File: src/rtl/pe_array_sched.sv
// pe_array_sched: job sequencer for a num1 x num2 PE array.
// Preloads num1 weight rows, streams k_num activation vectors through
// per-lane skew lines, tracks column result validity and drains the
// array before reporting completion.
module pe_array_sched #(
  parameter int num1   = 4,
  parameter int num2   = 4,
  parameter int PE_LAT = 4
) (
  input  logic                 CLK,
  input  logic                 RESET,
  input  logic                 start,
  input  logic [15:0]          k_num,
  output logic                 busy,
  output logic                 done,
  input  logic                 w_valid,
  output logic                 w_ready,
  input  logic [num2*32-1:0]   w_data,
  input  logic                 a_valid,
  output logic                 a_ready,
  input  logic [num1*32-1:0]   a_data,
  output logic                 EN,
  output logic                 SELECTOR,
  output logic                 OPSEL,
  output logic                 W_EN,
  output logic [num2*32-1:0]   in_weight_above,
  output logic [num1*32-1:0]   active_left,
  output logic [num2-1:0]      col_valid
);

  // Weight row counter only needs to reach num1-1; the last fire leaves LOAD_W.
  localparam int WCW = (num1 > 1) ? $clog2(num1) : 1;
  localparam logic [WCW-1:0] W_LAST = WCW'(num1 - 1);
  // Valid pipeline: bit k carries a fire from k+1 cycles ago.
  localparam int VLEN = PE_LAT + num2 - 1;
  // Pipeline holding only the last column's pulse means the last vector is leaving.
  localparam logic [VLEN-1:0] V_LAST_ONLY = VLEN'(1) << (VLEN - 1);

  typedef enum logic [2:0] {IDLE, LOAD_W, STREAM, DRAIN, DONE} state_t;

  state_t               state_q, state_d;
  logic [15:0]          k_q, k_d;
  logic [WCW-1:0]       w_cnt_q, w_cnt_d;
  logic [15:0]          a_cnt_q, a_cnt_d;
  logic                 w_en_q, w_en_d;
  logic [num2*32-1:0]   wgt_q, wgt_d;
  logic                 sel_q, sel_d;
  logic [VLEN-1:0]      v_q, v_d;
  logic                 w_fire;
  logic                 a_fire;

  assign w_fire = w_valid & w_ready;
  assign a_fire = a_valid & a_ready;

  // State register
  always_ff @(posedge CLK or negedge RESET) begin
    if (!RESET) state_q <= IDLE;
    else        state_q <= state_d;
  end

  // Next-state logic
  always_comb begin
    state_d = state_q;
    case (state_q)
      IDLE:    if (start) state_d = LOAD_W;
      LOAD_W:  if (w_fire && (w_cnt_q == W_LAST)) state_d = (k_q != 16'd0) ? STREAM : DONE;
      STREAM:  if (a_fire && ((a_cnt_q + 16'd1) == k_q)) state_d = DRAIN;
      DRAIN:   if (v_q == V_LAST_ONLY) state_d = DONE;
      DONE:    state_d = IDLE;
      default: state_d = IDLE;
    endcase
  end

  // State-decoded outputs
  always_comb begin
    busy    = (state_q != IDLE);
    EN      = (state_q != IDLE);
    done    = (state_q == DONE);
    w_ready = (state_q == LOAD_W);
    a_ready = (state_q == STREAM);
    OPSEL   = 1'b1;
  end

  // Job length latch and the weight/activation fire counters
  always_comb begin
    k_d     = k_q;
    w_cnt_d = w_cnt_q;
    a_cnt_d = a_cnt_q;
    if ((state_q == IDLE) && start) begin
      k_d     = k_num;
      w_cnt_d = '0;
      a_cnt_d = '0;
    end else begin
      if (w_fire) w_cnt_d = w_cnt_q + WCW'(1);
      if (a_fire) a_cnt_d = a_cnt_q + 16'd1;
    end
  end

  // Weight shift is one cycle behind the fire; idle cycles drive zero and pause the shift
  always_comb begin
    w_en_d = w_fire;
    wgt_d  = w_fire ? w_data : '0;
    sel_d  = !((state_q == STREAM) || (state_q == DRAIN));
  end

  // Column valid pipeline fed by activation fires
  always_comb begin
    v_d    = '0;
    v_d[0] = a_fire;
    for (int k = 1; k < VLEN; k++) v_d[k] = v_q[k-1];
  end

  // Control and pipeline registers
  always_ff @(posedge CLK or negedge RESET) begin
    if (!RESET) begin
      k_q     <= '0;
      w_cnt_q <= '0;
      a_cnt_q <= '0;
      w_en_q  <= 1'b0;
      wgt_q   <= '0;
      sel_q   <= 1'b1;
      v_q     <= '0;
    end else begin
      k_q     <= k_d;
      w_cnt_q <= w_cnt_d;
      a_cnt_q <= a_cnt_d;
      w_en_q  <= w_en_d;
      wgt_q   <= wgt_d;
      sel_q   <= sel_d;
      v_q     <= v_d;
    end
  end

  assign W_EN            = w_en_q;
  assign in_weight_above = wgt_q;
  assign SELECTOR        = sel_q;

  // Column j result is valid PE_LAT-1+j stages down the valid pipeline
  for (genvar gj = 0; gj < num2; gj++) begin : g_col
    assign col_valid[gj] = v_q[PE_LAT - 1 + gj];
  end

  // Skew line per activation lane: lane i is i+1 registers deep, zeros fill idle cycles
  for (genvar gi = 0; gi < num1; gi++) begin : g_lane
    logic [31:0] sk_q [0:gi];
    logic [31:0] sk_d [0:gi];

    // Shift stage: new sample enters at stage 0
    always_comb begin
      for (int s = 0; s <= gi; s++) sk_d[s] = '0;
      sk_d[0] = a_fire ? a_data[32*gi +: 32] : 32'd0;
      for (int s = 1; s <= gi; s++) sk_d[s] = sk_q[s-1];
    end

    // Skew registers
    always_ff @(posedge CLK or negedge RESET) begin
      if (!RESET) begin
        for (int s = 0; s <= gi; s++) sk_q[s] <= '0;
      end else begin
        for (int s = 0; s <= gi; s++) sk_q[s] <= sk_d[s];
      end
    end

    assign active_left[32*gi +: 32] = sk_q[gi];
  end

endmodule

File: config.mk
export PLATFORM = sky130hd
export DESIGN_NAME = pe_array_sched
export DESIGN_NICKNAME = d
export VERILOG_FILES = /design/src/rtl/pe_array_sched.sv
export SDC_FILE = /design/constraint.sdc
export NUM_CORES = 1
export LEC_CHECK = 0
export BUFFER_PORTS_ARGS = -buffer_cell sky130_fd_sc_hd__buf_2
export CAP_MARGIN = 20
export CORE_AREA = 2 2 215 217
export DETAILED_ROUTE_END_ITERATION = 8
export DIE_AREA = 0 0 217 219
export GPL_TIMING_DRIVEN = 0
export PLACE_DENSITY = 0.63
export SLEW_MARGIN = 5
export SYNTH_ARGS = -nofsm -noshare
export SYNTH_HDL_FRONTEND = slang
export SYNTH_SLANG_ARGS = --single-unit
export TNS_END_PERCENT = 30
File: constraint.sdc
create_clock -name CLK -period 3.14 [get_ports CLK]
set_input_delay 0.628 -clock CLK [delete_from_list [all_inputs] [get_ports CLK]]
set_output_delay 0.628 -clock CLK [all_outputs]
set_load 0.005 [all_outputs]
# == Word-level counts from Yosys, hierarchy flattened ==
# Index checks and enable logic that the tools add are counted.
# word_totals
ff_bits,494
in_bits,277
output_inout_bits,268
word_cells,59
# classes
add_sub_neg,2
eq_ne,11
muxes,15
n_bitwise,2
reduce_logical,11
# ops
op,count
2-to-1 mux 128 bit,1
2-to-1 mux 32 bit,4
2-to-1 mux 16 bit,2
"adder 16 x 1 -> 16 bit, second input constant",1
== test 16 bit,1
nonzero test 16 bit,1
2-to-1 mux 3 bit,5
case mux 3 bit (4 select lines),1
"== test 7 bit, second input constant",1
"== test 3 x 2 -> 1 bit, second input constant",2
2-to-1 mux 2 bit,2
"inequality test 2 x 1 -> 1 bit, second input constant",2
"inequality test 2 bit, second input constant",2
AND reduction 4 bit,1
nonzero test 2 bit,2
"== test 3 x 1 -> 1 bit, second input constant",1
"== test 3 bit, second input constant",1
logical AND 1 bit,3
logical NOT 3 bit,1
nonzero test 3 bit,1
"adder 2 x 1 -> 2 bit, second input constant",1
bitwise AND 1 bit,2
"== test 2 bit, second input constant",1
logical NOT 1 bit,1
logical OR 1 bit,1

# == Longest topological paths before layout ==
# depth
word_depth,5
depth_mapped,9
mapped_depth_nobuf,7

# == Least setup slack after synthesis ==
# No wires, ideal clock.
# synth_timing
path_type,flip-flop to output port
startpoint,register state_q[2]
endpoint,output port a_ready
t_arrival_ns,1.293
required_time_ns,2.512
path_slack_ns,1.219
path_stages_with_launch,4
n_path_buf,2
path_cell_list,dfrtp_1 -> nor3b_4 -> clkbuf_1 -> clkbuf_1
# synth_between
elab_chain_cells,1
# synth_lines
element,line,source
start: declaration,41,"state_t state_q, state_d;"
start signal: assignment,58,else state_q <= state_d;
== test 3 x 2 -> 1 bit,80,a_ready = (state_q == STREAM);
end: declaration,20,"output logic a_ready,"
# No other way between the ends.

# == Worst setup path in the final report ==
# layout_timing
startpoint,register state_q[0]
endpoint,output port a_ready
# The elaborated chain is that of the path after synthesis.

==> out/metrics.yaml <==
outcome:
  status: "finished, final reports clean"
floorplanning:
  rows: 78
  core_area_um2: 45100
  ios: 545
  start_util_pct: 34.8
  die-height_um: 219
  die-area_um2: 47500
  die_w_um: 217
place:
  port_buffers: 543
  place_ws_ns: -0.143
  place_hpwl_um: 32300
  gp_congestion: 0.944
critical_path:
  path_cells: "nor3b_4 > clkbuf_4 > buf_2"
  cpPeakStageDelay_ns: 0.50
  cp_max_fo: 19
  worst_ep_required_time_ns: 2.51
  cp_slowest_cell: "dfrtp_1"
  critPathBufInv: 2
  arrival_ns: 2.04
  worstSetupEndpointType: "output port"
  r2r_cells: 8
  startpoint_type: "flop"
  cp.depth: 3
  cp_top_family: "buffers and inverters"
  worstSetupPathType: "reg2out"
clock_tree:
  cts_made_buffers: 50
  cts.reportedPaths.clkPinSlew_ns: 0.06
  clkSinkCount: 494
  cts_tree: "done"
  ctsHoldBuffers: 0
  cts_buffer_depth: 3
  cts-root-buf: "clkbuf_16"
  insertion_delay_ns: 0.59
  htreeDepth: 2
global_routing:
  grt_pass1_vias: 10000
  grt_max_degree: 118
  globalRouteTotalUtil_pct: 17.5
  gr-total-overflow: 0
  grt_pass1_wl_um: 61900
  antenna_found_initial: 5
timing:
  slew_headroom_pct: 46.2
  setup_viol: 0
  finalCritPeriodShare_pct: 85.0
  finalHoldViolCount: 0
  rsz0062_at_grt: "no"
  clock.fmax_mhz: 374
  fin_tns_setup_ns: 0
  worstMarginPinSlew_ns: 0.806
  holdWs_ns: 0.0244
  setup_slack_ns: 0.470
  fin_crit_ns: 2.67
  slew_violations: 0
  clock_skew_ns: 0.0283
pwr:
  power.leakage_nw: 11.9
  vdd_drop_max_mv: 0.492
  p_per_area_nw_per_um2: 801
  total_power_mw: 16.8
yosys:
  synth_top_area_share_pct: 78.7
  syn_inst: 1004
  ys_async_sr_fraction_pct: 100
  synth_area_per_cell_um2: 15.6
  synth_nets: 1283
  ys_ff_latch: 494
  yosysUniqueCellTypes: 55
  synth_ff_type: "dfrtp_1"
  synthMostInstantiatedCell: "dfrtp_1"
  synth_warnings: 0
  synth_edf_count: 0
  yosysTopAreaCell: "dfrtp_1"
  synthTopCellsByArea: "dfrtp_1 79%, and3_1 5.3%, and2_1 5.2%"
  ys_seq_area_share_pct: 78.9
  ys_top_cells_by_count: "493 x dfrtp_1, 133 x and3_1, 130 x and2_1, 46 x clkbuf_1, 17 x nand2_1"
  synthesis.area_um2: 15700
drt:
  wl_um: 42800
  ant_nets: 0
  viasPerCell: 4.41
  initialDrtViolationCount: 574
  drc: 0
  dr.pass1.iters: 5
  vias: 9888
  routedWlPerCell_um: 19.1
finish:
  fill_cells: 4076
  syn_to_final_growth_pct: 33.6
  fin_util_pct: 46.5
  finish.net_count: 1882
  drive_gt1_share_pct: 41.2
hold_path:
  hp-class: "in2async"
job:
  cap_violations: 0
==> cells by family (layout without fill, tap and decap cells) <==
group / Yosys count / in the layout / share of synthesized area, %
simple gates: 340 / 340 / 13.6
compound gates: 62 / 62 / 2.61
buf+inv: 69 / 703 / 2.09
xor+xnor: 18 / 18 / 1.01
mux: 18 / 18 / 1.66
other cells: 1 / 7 / 0.0239
flops: 494 / 494 / 78.9
fa+ha+maj: 2 / 2 / 0.160
==> layer usage <==
layer  share of wire, %  global-route usage (%)  vias to the layer above
met4                2.9                    7.12                        0
met1                 42                    23.2                     4973
li1                   -                       -                     4531
met2                 49                    28.0                      307
met3                6.0                    3.95                       77
met5                  0                       0                        -
==> sequential cells by signal (all words and copies together) (netlist names), 3 cells and up <==
signal	cells
active_left	96
v_q	7
g_lane.sk_d	192
state_q	3
k_q	16
g_lane.sk_q	32
a_cnt_q	16
in_weight_above	128
==> layout by cell type (no fill, tap or decap), types with 7 or more instances in the layout <==
cell and instances:
nand4_1 8, mux2_4 16, nor2_1 16, and3_1 133
a21oi_1 9, xnor2_1 12, dfrtp_1 493, buf_4 9
o21ai_0 16, clkbuf_1 57, nand2_1 17, o21ai_1 12
buf_2 549, and2_1 130, clkbuf_16 50, clkbuf_8 7
==> layout make-up <==
type                    count  area, µm²  area share (%)
flip-flops and latches    494      12400            59.0
multi-input cells         441       2990            14.3
repair buffers            548       2850            13.6
clock buffers              70       1400            6.67
well taps                 600        751            3.58
plain buffers              64        313            1.49
clock inverters            17        260            1.24
inverters                   4       15.0          0.0717
diodes                      6       15.0          0.0717
==> per-stage QoR <==
| stage | std cells | cell area (µm²) |
|---|---|---|
| floorplan | 1004 | 15700 |
| global placement | 2147 | 19100 |
| detailed placement | 2151 | 19300 |
| CTS | 2237 | 20900 |
| global route | 2243 | 20900 |
| finish | 2244 | 20900 |
==> what timing repair did <==
item	CTS	global route
pin swaps	0	1
buffers inserted	0	1
endpoints found under the setup margin	1	1
resized for setup	2	0
==> path summary, 6_finish.rpt <==
kind | from | endpoint | slack [ns]
worst max register to register | a_cnt_q[0] | state_q[0] | 0.95
worst min-delay path | RESET | g_lane[3].sk_d[64] | 0.02
min in group CLK | w_data[121] | in_weight_above[121] | 0.24
worst max-delay path | state_q[0] | a_ready | 0.47
worst min register to register | g_lane[3].sk_d[87] | g_lane[3].sk_d[55] | 0.33
max in group asynchronous | RESET | SELECTOR | 1.67
==> power breakdown <==
group          switching (mW)  internal (mW)
clock                    2.42           3.53
combinational            1.65           1.35
sequential              0.429           7.39
Power figures use the tool's default switching activity.
